==> src/rtl/apb_timer_slave.sv <==
// APB3 timer slave: one 16-byte register window, prescaled down-counter with
// periodic/one-shot reload, level interrupt and programmable wait states.
module apb_timer_slave #(
    parameter int ADDRWIDTH   = 16,
    parameter int DATAWIDTH   = 32,
    parameter int WAIT_STATES = 0
) (
    input  logic                 HCLK,
    input  logic                 HRESET,
    input  logic                 PCLKEN,
    input  logic                 PSEL,
    input  logic                 PENABLE,
    input  logic                 PWRITE,
    input  logic [ADDRWIDTH-1:0] PADDR,
    input  logic [DATAWIDTH-1:0] PWDATA,
    output logic [DATAWIDTH-1:0] PRDATA,
    output logic                 PREADY,
    output logic                 PSLVERR,
    output logic                 IRQ
);
    localparam logic [3:0] WAIT_LIM = 4'(WAIT_STATES);

    // The setup phase is consumed on the edge into ACCESS, so a zero-wait
    // transfer completes in its first access-phase cycle.
    typedef enum logic {IDLE, ACCESS} state_t;

    state_t               state, state_next;
    logic [3:0]           wcnt, wcnt_next;
    logic                 capture, ready;
    logic [1:0]           lat_reg;
    logic                 lat_write, lat_err;
    logic [DATAWIDTH-1:0] lat_wdata;

    logic                 en, irqen, oneshot, intstat;
    logic [7:0]           prescale, presc;
    logic [DATAWIDTH-1:0] reload, value, rd_mux;
    logic                 wr_en, ctrl_wr, reload_wr, value_wr, int_wr;
    logic                 run, tick, expire;
    logic                 addr_unused;

    assign addr_unused = ^PADDR[1:0];

    always_comb begin
        state_next = state;
        wcnt_next  = wcnt;
        capture    = 1'b0;
        ready      = 1'b0;
        case (state)
            IDLE: begin
                if (PSEL && !PENABLE) begin
                    capture    = 1'b1;
                    wcnt_next  = '0;
                    state_next = ACCESS;
                end
            end
            ACCESS: begin
                if (!PSEL) begin
                    state_next = IDLE;
                end else if (wcnt < WAIT_LIM) begin
                    wcnt_next = wcnt + 4'd1;
                end else begin
                    ready = 1'b1;
                    if (!PENABLE) begin
                        capture    = 1'b1;
                        wcnt_next  = '0;
                        state_next = ACCESS;
                    end else begin
                        state_next = IDLE;
                    end
                end
            end
            default: state_next = IDLE;
        endcase
    end

    always_ff @(posedge HCLK or posedge HRESET) begin
        if (HRESET) begin
            state     <= IDLE;
            wcnt      <= '0;
            lat_reg   <= '0;
            lat_write <= 1'b0;
            lat_err   <= 1'b0;
            lat_wdata <= '0;
        end else if (PCLKEN) begin
            state <= state_next;
            wcnt  <= wcnt_next;
            if (capture) begin
                lat_reg   <= PADDR[3:2];
                lat_write <= PWRITE;
                lat_err   <= |PADDR[ADDRWIDTH-1:4];
                lat_wdata <= PWDATA;
            end
        end
    end

    assign wr_en     = PCLKEN && ready && lat_write && !lat_err;
    assign ctrl_wr   = wr_en && (lat_reg == 2'd0);
    assign reload_wr = wr_en && (lat_reg == 2'd1);
    assign value_wr  = wr_en && (lat_reg == 2'd2);
    assign int_wr    = wr_en && (lat_reg == 2'd3);

    // A CTRL write that clears EN suppresses the tick of that same cycle.
    assign run    = PCLKEN && en && !(ctrl_wr && !lat_wdata[0]);
    assign tick   = run && (presc == prescale);
    assign expire = tick && (value == '0);

    always_ff @(posedge HCLK or posedge HRESET) begin
        if (HRESET) begin
            en       <= 1'b0;
            irqen    <= 1'b0;
            oneshot  <= 1'b0;
            prescale <= '0;
            presc    <= '0;
            reload   <= '0;
            value    <= '0;
            intstat  <= 1'b0;
        end else begin
            if (ctrl_wr && lat_wdata[0] && !en)
                presc <= '0;
            else if (run)
                presc <= tick ? 8'd0 : presc + 8'd1;

            if (ctrl_wr) begin
                en       <= lat_wdata[0];
                irqen    <= lat_wdata[1];
                oneshot  <= lat_wdata[2];
                prescale <= lat_wdata[15:8];
            end else if (expire && oneshot) begin
                en <= 1'b0;
            end

            if (reload_wr)
                reload <= lat_wdata;

            if (value_wr)
                value <= lat_wdata;
            else if (expire && !oneshot)
                value <= reload;
            else if (tick && !expire)
                value <= value - DATAWIDTH'(1);

            if (expire)
                intstat <= 1'b1;
            else if (int_wr && lat_wdata[0])
                intstat <= 1'b0;
        end
    end

    always_comb begin
        rd_mux = '0;
        case (lat_reg)
            2'd0: begin
                rd_mux[0]    = en;
                rd_mux[1]    = irqen;
                rd_mux[2]    = oneshot;
                rd_mux[15:8] = prescale;
            end
            2'd1:    rd_mux = reload;
            2'd2:    rd_mux = value;
            default: rd_mux[0] = intstat;
        endcase
    end

    assign PREADY  = ready;
    assign PSLVERR = ready && lat_err;
    assign PRDATA  = (ready && !lat_write && !lat_err) ? rd_mux : '0;
    assign IRQ     = intstat && irqen;

endmodule

==> config.mk <==
export PLATFORM = sky130hd
export DESIGN_NAME = apb_timer_slave
export DESIGN_NICKNAME = d
export VERILOG_FILES = /design/src/rtl/apb_timer_slave.sv
export SDC_FILE = /design/constraint.sdc
export NUM_CORES = 1
export LEC_CHECK = 0
export BUFFER_PORTS_ARGS = -buffer_cell sky130_fd_sc_hd__buf_2
export CAP_MARGIN = 30
export CORE_MARGIN = 3
export CORE_UTILIZATION = 29
export DETAILED_ROUTE_END_ITERATION = 7
export HOLD_SLACK_MARGIN = 0.05
export PLACE_DENSITY_LB_ADDON = 0.2
export SLEW_MARGIN = 20
export SYNTH_ARGS = -nofsm -noshare
export SYNTH_HDL_FRONTEND = slang
export SYNTH_SLANG_ARGS = --single-unit
==> constraint.sdc <==
create_clock -name HCLK -period 3.4 [get_ports HCLK]
set_input_delay 0.34 -clock HCLK [delete_from_list [all_inputs] [get_ports HCLK]]
set_output_delay 0.34 -clock HCLK [all_outputs]
set_load 0.005 [all_outputs]
==> results.txt, run 1 <==
----------------------------------------------------
[Finish]
  # nets final ... just under 800
  Top flop regs ... lat_wdata (32), reload (32), value (32)
  Commonest cells after routing, fill and taps aside ... sky130_fd_sc_hd__dfrtp_1, sky130_fd_sc_hd__buf_2, sky130_fd_sc_hd__mux2_2
  Antenna cell count ... 0
  Most common cell after layout, fill and taps aside ... sky130_fd_sc_hd__dfrtp_1
  Final core utilization ... 0.372
  Area growth from synthesis to layout ... 24.4%
  Proportion of layout cells with a drive suffix above 1 ... 0.318

[Synth]
  Predominant post-synthesis flop cell ... sky130_fd_sc_hd__dfrtp_1
  Cell count after synthesis ... between 600 and 700
  Average instance area after synthesis ... between 10 and 15 um^2
  Yosys top cell area share ... 0.474
  Cell taking the most area after synthesis ... sky130_fd_sc_hd__dfrtp_1
  Synth Cell Area ... between 0.006 and 0.007 mm^2
  Proportion of synthesized flip-flops having asynchronous set or reset ... 1.00
  Share of cell area taken by muxes after synthesis ... 0.153
  Top cells by area in the synthesized netlist ... sky130_fd_sc_hd__dfrtp_1, sky130_fd_sc_hd__mux2_2, sky130_fd_sc_hd__nor2_1
  Synth Area in Compound Gates ... 0.152
  Register area share after synthesis ... 0.474
  Post-synth cell types ... 58
  Number of flip-flops and latches in the synthesized netlist ... approximately 120
  Share of the synthesized netlist area taken by xor and xnor gates ... 0.0206
  YS warnings ... 0
  Synthesized-area fraction occupied by and/or/nand/nor cells ... 0.153
  Post-synthesis adder-cell area fraction ... 0.0137
  EDFF count, synth ... 0
  Syn nets ... around 690
  Main combinational cell family by area after synthesis ... multiplexers

[Hold path]
  Startpoint of the tightest hold check path ... PWDATA[2]
  Hold-critical path endpoint ... lat_wdata[2]$_DFFE_PP0P_
  Number of stages on the worst hold path ... 2
  Min-Delay Path Class ... in -> reg

[Critical path]
  Data required time of the critical path ... between 3 and 4 ns
  Crit. End Element ... flop
  Path depth of the worst reg2reg path ... 8
  Critical Path Source Type ... flop
  Beginning of the worst register-to-register path ... value[14]$_DFFE_PP0P_
  Number of buffers and inverters on the critical path ... 1
  Worst r2r dst ... value[5]$_DFFE_PP0P_
  Library cell appearing most often on the critical path ... sky130_fd_sc_hd__or4_1
  Data arrival time of the critical path ... ~3.6 ns
  Critical path type ... reg -> reg
  Cells traversed along the worst timing path ... or4_4 -> or4b_4 -> or4_1 -> or4_1 -> buf_4 -> mux2_4 -> a22oi_1 -> o21ai_1
  Delay of the slowest cell on the worst path ... between 0.5 and 0.6 ns
  Gate family responsible for the most delay along the worst path ... simple AND/OR/NAND/NOR gates
  Register-to-register setup slack ... between 0.1 and 0.15 ns
  Highest fanout seen on the critical path ... 17
  Crit-path slowest cell ... sky130_fd_sc_hd__or4_4

[Routing]
  Count of nets left with antenna violations after detail routing ... 0
  First-pass iteration count of the detailed router ... 5
  Number of DRC markers after the initial detailed-route iteration ... between 300 and 400
  Via count of the routed design ... ~5300
  Final routed DRC violation total ... 0
  Post-DR wirelength/cell ... ~18 um
  Wirelength, routed ... approximately 18 mm
  Average via count per standard cell ... between 5 and 6

[GRT]
  Largest net degree at the start of global routing ... 50
  Global router's overall resource usage ... 0.153
  Remaining Overflow, GRT ... 0
  Via count of the first global-routing pass ... 5412
  First-pass GRT wire length ... roughly 29 mm
  Number of antenna violations at the first check in global routing ... 0

[Pwr]
  Net switching power of the design ... approximately 1.5 mW
  Ratio of total power to cell area ... 643 mW/mm^2
  Peak VDD IR ... between 0.3 and 0.4 mV
  Sequential share of power ... 0.402
  Cell leakage power ... about 3.7 nW
  Gate power share ... 0.225
  Design internal power ... around 3.6 mW
  Clock network fraction of total power ... 0.374
  Switching Share ... 0.301

[Timing]
  Final setup violation count ... 0
  Fin Clk Skew ... 0.00899 ns
  Fmax ... roughly 0.30 GHz
  Endpoints failing hold ... 0
  Setup tns final ... 0 ns
  Worst relative slew slack ... 0.431
  Worst slew pin tran ... about 0.85 ns
  PnR worst setup slack ... about 0.11 ns
  Unrepaired setup endpoints after global routing ... false
  Final clock period utilization by the worst path ... 0.969
  Final Slew Violations ... 0
  Min cycle time layout ... between 3 and 4 ns

[CTS]
  Number of H-tree levels ... 4
  Reg clk slew, reported paths ... 0.06 ns
  Count of buffers added by post-CTS timing repair for setup ... 0
  Insertion delay to the later sink of the worst-skew pair ... around 0.4 ns
  Number of clock sinks ... between 100 and 150
  Bufs on Longest Clock Path ... 2
  Clock tree from TritonCTS ... built
  Cell at the root of the clock tree ... sky130_fd_sc_hd__clkbuf_16
  Number of buffers inserted during clock tree synthesis ... 17

[Floorplanning]
  Horizontal die dimension ... approximately 150 um
  Placeable core area ... roughly 0.021 mm^2
  Area of the die ... approximately 0.024 mm^2
  Initial cell density of the core ... 0.299
  Die Span Y ... about 150 um
  Number of rows created at floorplan ... 53
  Top-level port count ... 89

[Placed design]
  Worst setup timing slack at the placement stage ... 0.102 ns
  Weighted congestion at the end of routability-driven global placement ... about 0.84
  Count of input and output buffers ... 86
  Hpwl dp ... between 10 and 15 mm

[Status]
  Outcome ... finished, final reports clean

[Run]
  Max-cap check violation count ... 0

----------------------------------------------------
[kinds of logic after synthesis]
kind of cell | after synthesis
AO/OA/AOI/OAI | 141
XOR/XNOR | 15
adder cells (fa/ha/maj) | 7
buffers and inverters | 54
flip-flops | 121
multiplexers | 86
AND/OR/NAND/NOR | 203
[area by class of cell]
class                   count  area (um^2)
clock buffers              24          482
clock inverters             7          140
fillers                  2152        13400
inverters                  16         63.8
multi-input cells         452         3140
flip-flops and latches    121         3030
well taps                 275          344
repair buffers            122          748
[worst max-delay path by stage]
stage | startpoint | end | slack, ns | cells past startpoint
2_1_floorplan | value[14]$_DFFE_PP0P_ | value[7]$_DFFE_PP0P_ | 0.09 | 10
3_3_place_gp | value[14]$_DFFE_PP0P_ | value[5]$_DFFE_PP0P_ | 0.13 | 8
3_5_place_dp | value[14]$_DFFE_PP0P_ | value[5]$_DFFE_PP0P_ | 0.10 | 8
4_1_cts | value[14]$_DFFE_PP0P_ | value[5]$_DFFE_PP0P_ | 0.1 | 8
5_1_grt | value[14]$_DFFE_PP0P_ | value[5]$_DFFE_PP0P_ | 0.003 | 8
6_report | value[14]$_DFFE_PP0P_ | value[5]$_DFFE_PP0P_ | 0.11 | 8
[power groups by stage]
| stage | clock, mW | sequential (mW) | combinational (mW) |
|---|---|---|---|
| 2_1_floorplan | 0 | 1.98 | 0.789 |
| 3_3_place_gp | 0 | 2.06 | 1.12 |
| 3_5_place_dp | 0 | 2.08 | 1.16 |
| 4_1_cts | 1.95 | 2.05 | 1.16 |
| 5_1_grt | 2.02 | 2.11 | 1.29 |
| 6_report | 1.91 | 2.05 | 1.15 |
[Yosys cell counts (all sizes together) (6+ instances only)]
library cell  instances
o21ai                35
or4                   8
buf                  11
a21o                  6
ha                    7
dfrtp               121
clkbuf               27
mux2                 82
nor3                 17
a222oi               11
a21oi                13
a22oi                25
nand3                 8
a31oi                16
inv                  16
nor2                 76
xor2                 14
nor4                 17
nand2                43
and2                  9
[per-stage QoR]
stage	power, mW	instance area (um^2)	cells	hold WS (ns)
global route	5.42	7950	1017	0.137
finish	5.11	7950	1017	0.152
detailed placement	3.23	7320	985	0.490
CTS	5.17	7950	1017	0.132
floorplan	2.77	6390	627	0.447
global placement	3.18	7290	984	0.491
[metal layers]
layer | up-vias | part of all wire | GRT usage | wire [um]
li1 | 2524 | - | - | -
met1 | 2628 | 0.47 | 0.212 | 8430
met2 | 168 | 0.46 | 0.237 | 8360
met3 | 24 | 0.056 | 0.0341 | 1010
met4 | 0 | 0.015 | 0.0500 | 269
met5 | - | 0 | 0 | 0
[what timing repair did]
item	CTS	global route
hold buffers	1	0
gates resized for setup	0	0
endpoints found under the hold margin	21	0
(Power assumes the default switching activity.)
==> run 2, diff against run 1 <==
- BUFFER_PORTS_ARGS: -buffer_cell sky130_fd_sc_hd__buf_2 -> -buffer_cell sky130_fd_sc_hd__buf_4
==> run 2 against run 1 <==
Against the previous run: first-iteration DRC count rose by 34%; routed wire length up 1.2%; setup slack gained 0.029 ns; power decreased by 1.2%; cell area up 1.8%; via count grew 0.34%.
==> results.txt, run 2 (synthesized netlist as in run 1, its figures left out) <==
----------------------------------------------------
[Timing]
  Endpoints failing hold ... 0
  Fmax ... a little over 0.3 GHz
  Worst slew pin tran ... 0.920 ns
  Worst relative slew slack ... 0.385
  Final Slew Violations ... 0
  Min cycle time layout ... 3.27 ns
  Setup tns final ... 0 ns
  Final setup violation count ... 0
  Fin Clk Skew ... approximately 0.006 ns
  Final clock period utilization by the worst path ... 0.961
  Worst hold slack ... around 0.086 ns
  Unrepaired setup endpoints after global routing ... false

[Pwr]
  Switching Share ... 0.306
  Design internal power ... 3.51 mW
  Net switching power of the design ... roughly 1.5 mW
  Sequential share of power ... 0.408
  Cell leakage power ... around 3.7 nW
  Gate power share ... 0.228
  Ratio of total power to cell area ... 624 mW/mm^2
  Peak VDD IR ... about 0.3 mV
  Clock network fraction of total power ... 0.364

[Critical path]
  Number of buffers and inverters on the critical path ... 1
  Data arrival time of the critical path ... approximately 3.6 ns
  Path length in cells of the critical path ... 8
  Highest fanout seen on the critical path ... 14
  Worst r2r dst ... value[5]$_DFFE_PP0P_
  Path depth of the worst reg2reg path ... 8
  Gate family responsible for the most delay along the worst path ... simple AND/OR/NAND/NOR gates
  Library cell appearing most often on the critical path ... sky130_fd_sc_hd__or4_4
  Register-to-register setup slack ... approximately 0.13 ns
  Data required time of the critical path ... approximately 3.7 ns
  Crit. End Element ... flop
  Delay of the slowest cell on the worst path ... between 0.5 and 0.6 ns
  Cells traversed along the worst timing path ... or4_4 -> or4b_4 -> or4_1 -> or4_4 -> buf_4 -> mux2_4 -> a22oi_1 -> o21ai_1
  Critical Path Source Type ... flop
  Crit-path slowest cell ... sky130_fd_sc_hd__or4_4
  Beginning of the worst register-to-register path ... value[14]$_DFFE_PP0P_
  Critical path type ... reg -> reg

[Routing]
  First-pass iteration count of the detailed router ... 6
  Via count of the routed design ... around 5400
  Number of DRC markers after the initial detailed-route iteration ... about 500
  Final routed DRC violation total ... 0
  Average via count per standard cell ... 5.29
  Post-DR wirelength/cell ... ~18 um
  Count of nets left with antenna violations after detail routing ... 0
  Wirelength, routed ... roughly 18 mm

[GRT]
  Via count of the first global-routing pass ... 5713
  Number of antenna violations at the first check in global routing ... 0
  Met3 Resource Use GR ... 0.0361
  Met2 global-route usage ... 0.251
  Met1 track utilization from global routing ... 0.213
  Remaining Overflow, GRT ... 0
  Largest net degree at the start of global routing ... around 120
  GRT Max-Usage Layer ... met2
  First-pass GRT wire length ... 30.1 mm
  Global router's overall resource usage ... 0.158

[CTS]
  Count of buffers added by post-CTS timing repair for setup ... 0
  Number of hold-repair buffers added at the cts stage ... 0
  Bufs on Longest Clock Path ... 2
  Clock tree from TritonCTS ... built
  Reg clk slew, reported paths ... approximately 0.060 ns
  Cell at the root of the clock tree ... sky130_fd_sc_hd__clkbuf_16
  Insertion delay to the later sink of the worst-skew pair ... 0.42 ns
  Number of H-tree levels ... 4
  Number of clock sinks ... approximately 120
  Number of buffers inserted during clock tree synthesis ... 17

[Floorplanning]
  Horizontal die dimension ... 154 um
  Initial cell density of the core ... 0.299
  Top-level port count ... 89
  Placeable core area ... 0.0214 mm^2
  Number of rows created at floorplan ... 53
  Area of the die ... 0.0239 mm^2
  Die Span Y ... 154 um

[Status]
  Outcome ... finished, final reports clean

[Placed design]
  Placed cell count ... between 900 and 1000
  Instance area at placement ... ~0.0075 mm^2
  Count of input and output buffers ... 86
  Weighted congestion at the end of routability-driven global placement ... approximately 0.86
  Hpwl dp ... roughly 13 mm

[Finish]
  Antenna cell count ... 0
  Top flop regs ... lat_wdata (32), reload (32), value (32)
  Area growth from synthesis to layout ... 26.6%
  Final core utilization ... 0.379
  Most common cell after layout, fill and taps aside ... sky130_fd_sc_hd__dfrtp_1
  Final cell area excluding filler cells ... 0.00809 mm^2
  Proportion of layout cells with a drive suffix above 1 ... 0.321
  Non-Filler Instances ... a little over 1000
  # nets final ... slightly below 800
  Commonest cells after routing, fill and taps aside ... sky130_fd_sc_hd__dfrtp_1, sky130_fd_sc_hd__buf_4, sky130_fd_sc_hd__mux2_2

[Hold path]
  Min-Delay Path Class ... in -> async

[Run]
  Max-cap check violation count ... 0

----------------------------------------------------
run 2: changes by cell type in the layout (fill, tap and decap cells not counted), sizes merged:
cell         change
buf              -1
clkinv           +2
dlygate4sd3      -1
clkbuf           -2
bufinv           -1
run 2: worst max path at each step:
stage	startpoint	to	slack, ns
after floorplan	value[14]$_DFFE_PP0P_	value[7]$_DFFE_PP0P_	0.09
after global placement	value[14]$_DFFE_PP0P_	value[7]$_DFFE_PP0P_	0.07
after detailed placement	value[14]$_DFFE_PP0P_	value[5]$_DFFE_PP0P_	0.05
after CTS	value[14]$_DFFE_PP0P_	value[5]$_DFFE_PP0P_	0.04
after global routing	value[14]$_DFFE_PP0P_	value[5]$_DFFE_PP0P_	0.006
final	value[14]$_DFFE_PP0P_	value[5]$_DFFE_PP0P_	0.13
run 2: final cells by class:
| cell class | instances | area [um^2] |
|---|---|---|
| flip-flops and latches | 121 | 3030 |
| repair buffers | 120 | 913 |
| inverters | 16 | 63.8 |
| well taps | 275 | 344 |
| multi-input cells | 452 | 3150 |
| clock inverters | 8 | 120 |
| clock buffers | 22 | 474 |
| fillers | 2182 | 13300 |
run 2: per-stage QoR:
| step | total power, mW | setup slack (ns) |
|---|---|---|
| 4_1_cts | 5.10 | 0.0421 |
| 2_1_floorplan | 2.77 | 0.0900 |
| 6_report | 5.05 | 0.134 |
| 3_5_place_dp | 3.24 | 0.0542 |
| 5_1_grt | 5.35 | 0.00617 |
| 3_3_place_gp | 3.20 | 0.0696 |
run 2: power groups by stage:
stage | clock network (mW) | logic, mW | registers, mW
final | 1.84 | 1.15 | 2.06
after global routing | 1.94 | 1.29 | 2.11
after CTS | 1.88 | 1.16 | 2.06
after detailed placement | 0 | 1.16 | 2.08
after global placement | 0 | 1.13 | 2.06
after floorplan | 0 | 0.789 | 1.98
run 2: routing by layer:
layer | vias to the layer above | part of all wire
li1 | 2512 | -
met1 | 2672 | 0.46
met2 | 152 | 0.47
met3 | 26 | 0.051
met4 | 0 | 0.018
met5 | - | 0
run 2: timing repair:
| action | 4_1_cts | 5_1_grt |
|---|---|---|
| gates resized for setup | 0 | 1 |
| setup endpoints to repair | 0 | 4 |
| endpoints found under the hold margin | 0 | 0 |
run 2: worst register-to-register path, cell delays in order (launching register included):
cell,delay (ns)
sky130_fd_sc_hd__dfrtp_1,0.40
sky130_fd_sc_hd__or4_4,0.55
sky130_fd_sc_hd__or4b_4,0.50
sky130_fd_sc_hd__or4_1,0.45
sky130_fd_sc_hd__or4_4,0.48
sky130_fd_sc_hd__buf_4,0.22
sky130_fd_sc_hd__mux2_4,0.31
sky130_fd_sc_hd__a22oi_1,0.14
sky130_fd_sc_hd__o21ai_1,0.08
==> run 3, diff against run 2 <==
- PLACE_DENSITY: unset -> 0.57
- PLACE_DENSITY_LB_ADDON: 0.2 -> unset
==> run 3 against run 2 <==
Against the previous run: clock-buffer cell count is 3 higher; via count is 2.9% lower; largest power group unchanged; power is 1.0% higher; sequential share of layout area is 0.51 points lower.
==> results.txt, run 3 (synthesized netlist as in run 1, its figures left out) <==
----------------------------------------------------
[Routing]
  Via count of the routed design ... about 5200
  Number of DRC markers after the initial detailed-route iteration ... 292
  Final routed DRC violation total ... 0
  Post-DR wirelength/cell ... roughly 17 um
  First-pass iteration count of the detailed router ... 5
  Average via count per standard cell ... around 5.1
  Count of nets left with antenna violations after detail routing ... 0
  Wirelength, routed ... roughly 18 mm

[Finish]
  Final core utilization ... 0.384
  Most common cell after layout, fill and taps aside ... sky130_fd_sc_hd__dfrtp_1
  Sequential cell area ... around 0.0030 mm^2
  Area of the multi-input gates ... about 0.0031 mm^2
  Antenna cell count ... 0
  Area growth from synthesis to layout ... 28.4%
  Fillers ... roughly 2200
  # nets final ... ~800
  Commonest cells after routing, fill and taps aside ... sky130_fd_sc_hd__dfrtp_1, sky130_fd_sc_hd__buf_4, sky130_fd_sc_hd__mux2_2
  Top flop regs ... lat_wdata (32), reload (32), value (32)
  Proportion of layout cells with a drive suffix above 1 ... 0.325

[Floorplanning]
  Area of the die ... roughly 0.024 mm^2
  Horizontal die dimension ... around 150 um
  Top-level port count ... between 80 and 90
  Placeable core area ... roughly 0.021 mm^2
  Initial cell density of the core ... 0.299
  Die Span Y ... approximately 150 um
  Number of rows created at floorplan ... 53

[Run]
  Max-cap check violation count ... 0

[Timing]
  Worst relative slew slack ... 0.415
  Fin Clk Skew ... between 0.005 and 0.006 ns
  Worst slew pin tran ... about 0.9 ns
  Endpoints failing hold ... 0
  Final setup violation count ... 0
  Unrepaired setup endpoints after global routing ... false
  Final clock period utilization by the worst path ... 0.950
  Worst hold slack ... 0.149 ns
  Min cycle time layout ... 3.23 ns
  Setup tns final ... 0 ns
  Fmax ... 0.310 GHz
  Final Slew Violations ... 0

[Pwr]
  Cell leakage power ... ~3.7 nW
  Overall Power ... 5.10 mW
  Ratio of total power to cell area ... around 620 mW/mm^2
  Peak VDD IR ... between 0.3 and 0.4 mV

[CTS]
  Reg clk slew, reported paths ... approximately 0.050 ns
  Number of buffers inserted during clock tree synthesis ... 17
  Insertion delay to the later sink of the worst-skew pair ... 0.42 ns
  Count of buffers added by post-CTS timing repair for setup ... 0
  Number of clock sinks ... approximately 120
  Number of H-tree levels ... 4
  Cell at the root of the clock tree ... sky130_fd_sc_hd__clkbuf_16
  Bufs on Longest Clock Path ... 2
  Clock tree from TritonCTS ... built

[Placed design]
  Hpwl dp ... around 13 mm
  Count of input and output buffers ... 86
  Weighted congestion at the end of routability-driven global placement ... slightly above 0.8

[Critical path]
  Crit. End Element ... flop
  Highest fanout seen on the critical path ... 14
  Critical Path Source Type ... flop
  Data arrival time of the critical path ... 3.53 ns
  Critical path type ... reg -> reg
  Data required time of the critical path ... roughly 3.7 ns

[Hold path]
  Min-Delay Path Class ... in -> reg

[GRT]
  Remaining Overflow, GRT ... 0
  Number of antenna violations at the first check in global routing ... 0
  Via count of the first global-routing pass ... approximately 5300
  First-pass GRT wire length ... a little under 30 mm
  Largest net degree at the start of global routing ... 50
  Global router's overall resource usage ... 0.152

[Status]
  Outcome ... finished, final reports clean

----------------------------------------------------
## run 3: changes by cell type in the layout (fill, tap and decap cells not counted), sizes merged
cell,before,now
buf,120,125
clkbuf,22,25
clkinvlp,3,2
dlygate4sd3,0,1
## run 3: layout make-up
| class | count | share of cell area |
|---|---|---|
| multi-input combinational | 452 | 0.384 |
| tap | 275 | 0.0419 |
| sequential | 121 | 0.369 |
| timing repair buffer | 126 | 0.122 |
| inverter | 16 | 0.00778 |
| clock buffer | 25 | 0.0616 |
| clock inverter | 7 | 0.0137 |
## run 3: layer usage
layer / global-route usage / part of all wire
met1: 0.203 / 0.47
met2: 0.245 / 0.47
met3: 0.0330 / 0.043
met4: 0.0500 / 0.016
met5: 0 / 0
## run 3: report_power, final
group,total (mW),internal (mW),switching [mW]
Clock,1.88,1.25,0.632
Combinational,1.18,0.593,0.589
Sequential,2.04,1.73,0.310
## run 3: path summary, 6_finish.rpt
path / start / to / slack (ns) / depth (start not counted)
min reg2reg: lat_wdata[29]$_DFFE_PP0P_ / value[29]$_DFFE_PP0P_ / 0.50 / 2
max in group asynchronous: HRESET / lat_wdata[28]$_DFFE_PP0P_ / 2.20 / 4
max reg2reg: value[14]$_DFFE_PP0P_ / value[5]$_DFFE_PP0P_ / 0.17 / 8
min in group asynchronous: HRESET / lat_wdata[9]$_DFFE_PP0P_ / 0.46 / 3
min: PWDATA[12] / lat_wdata[12]$_DFFE_PP0P_ / 0.15 / 2
max: value[14]$_DFFE_PP0P_ / value[5]$_DFFE_PP0P_ / 0.17 / 8
## run 3: what timing repair did
item                                    in CTS  in global routing
endpoints found under the hold margin       10                  0
gates resized for setup                      0                  1
endpoints found under the setup margin       0                  2
hold buffers                                 1                  0
## run 3: worst max-delay path: stages (launching register included)
cell                      delay (ns)
sky130_fd_sc_hd__dfrtp_1        0.38
sky130_fd_sc_hd__or4_4          0.54
sky130_fd_sc_hd__or4b_4         0.52
sky130_fd_sc_hd__or4_1          0.44
sky130_fd_sc_hd__or4_4          0.50
sky130_fd_sc_hd__buf_4          0.22
sky130_fd_sc_hd__mux2_4         0.30
sky130_fd_sc_hd__a22oi_1        0.14
sky130_fd_sc_hd__o21ai_1        0.07
## run 3: per-stage QoR
| step | std cells | cell area (um^2) | worst slack (ns) |
|---|---|---|---|
| 6_report | 1022 | 8200 | 0.170 |
| 5_1_grt | 1022 | 8200 | 0.0573 |
| 4_1_cts | 1021 | 8180 | 0.0435 |
| 3_5_place_dp | 988 | 7560 | 0.0704 |
| 3_3_place_gp | 987 | 7540 | 0.0829 |
| 2_1_floorplan | 627 | 6390 | 0.0900 |
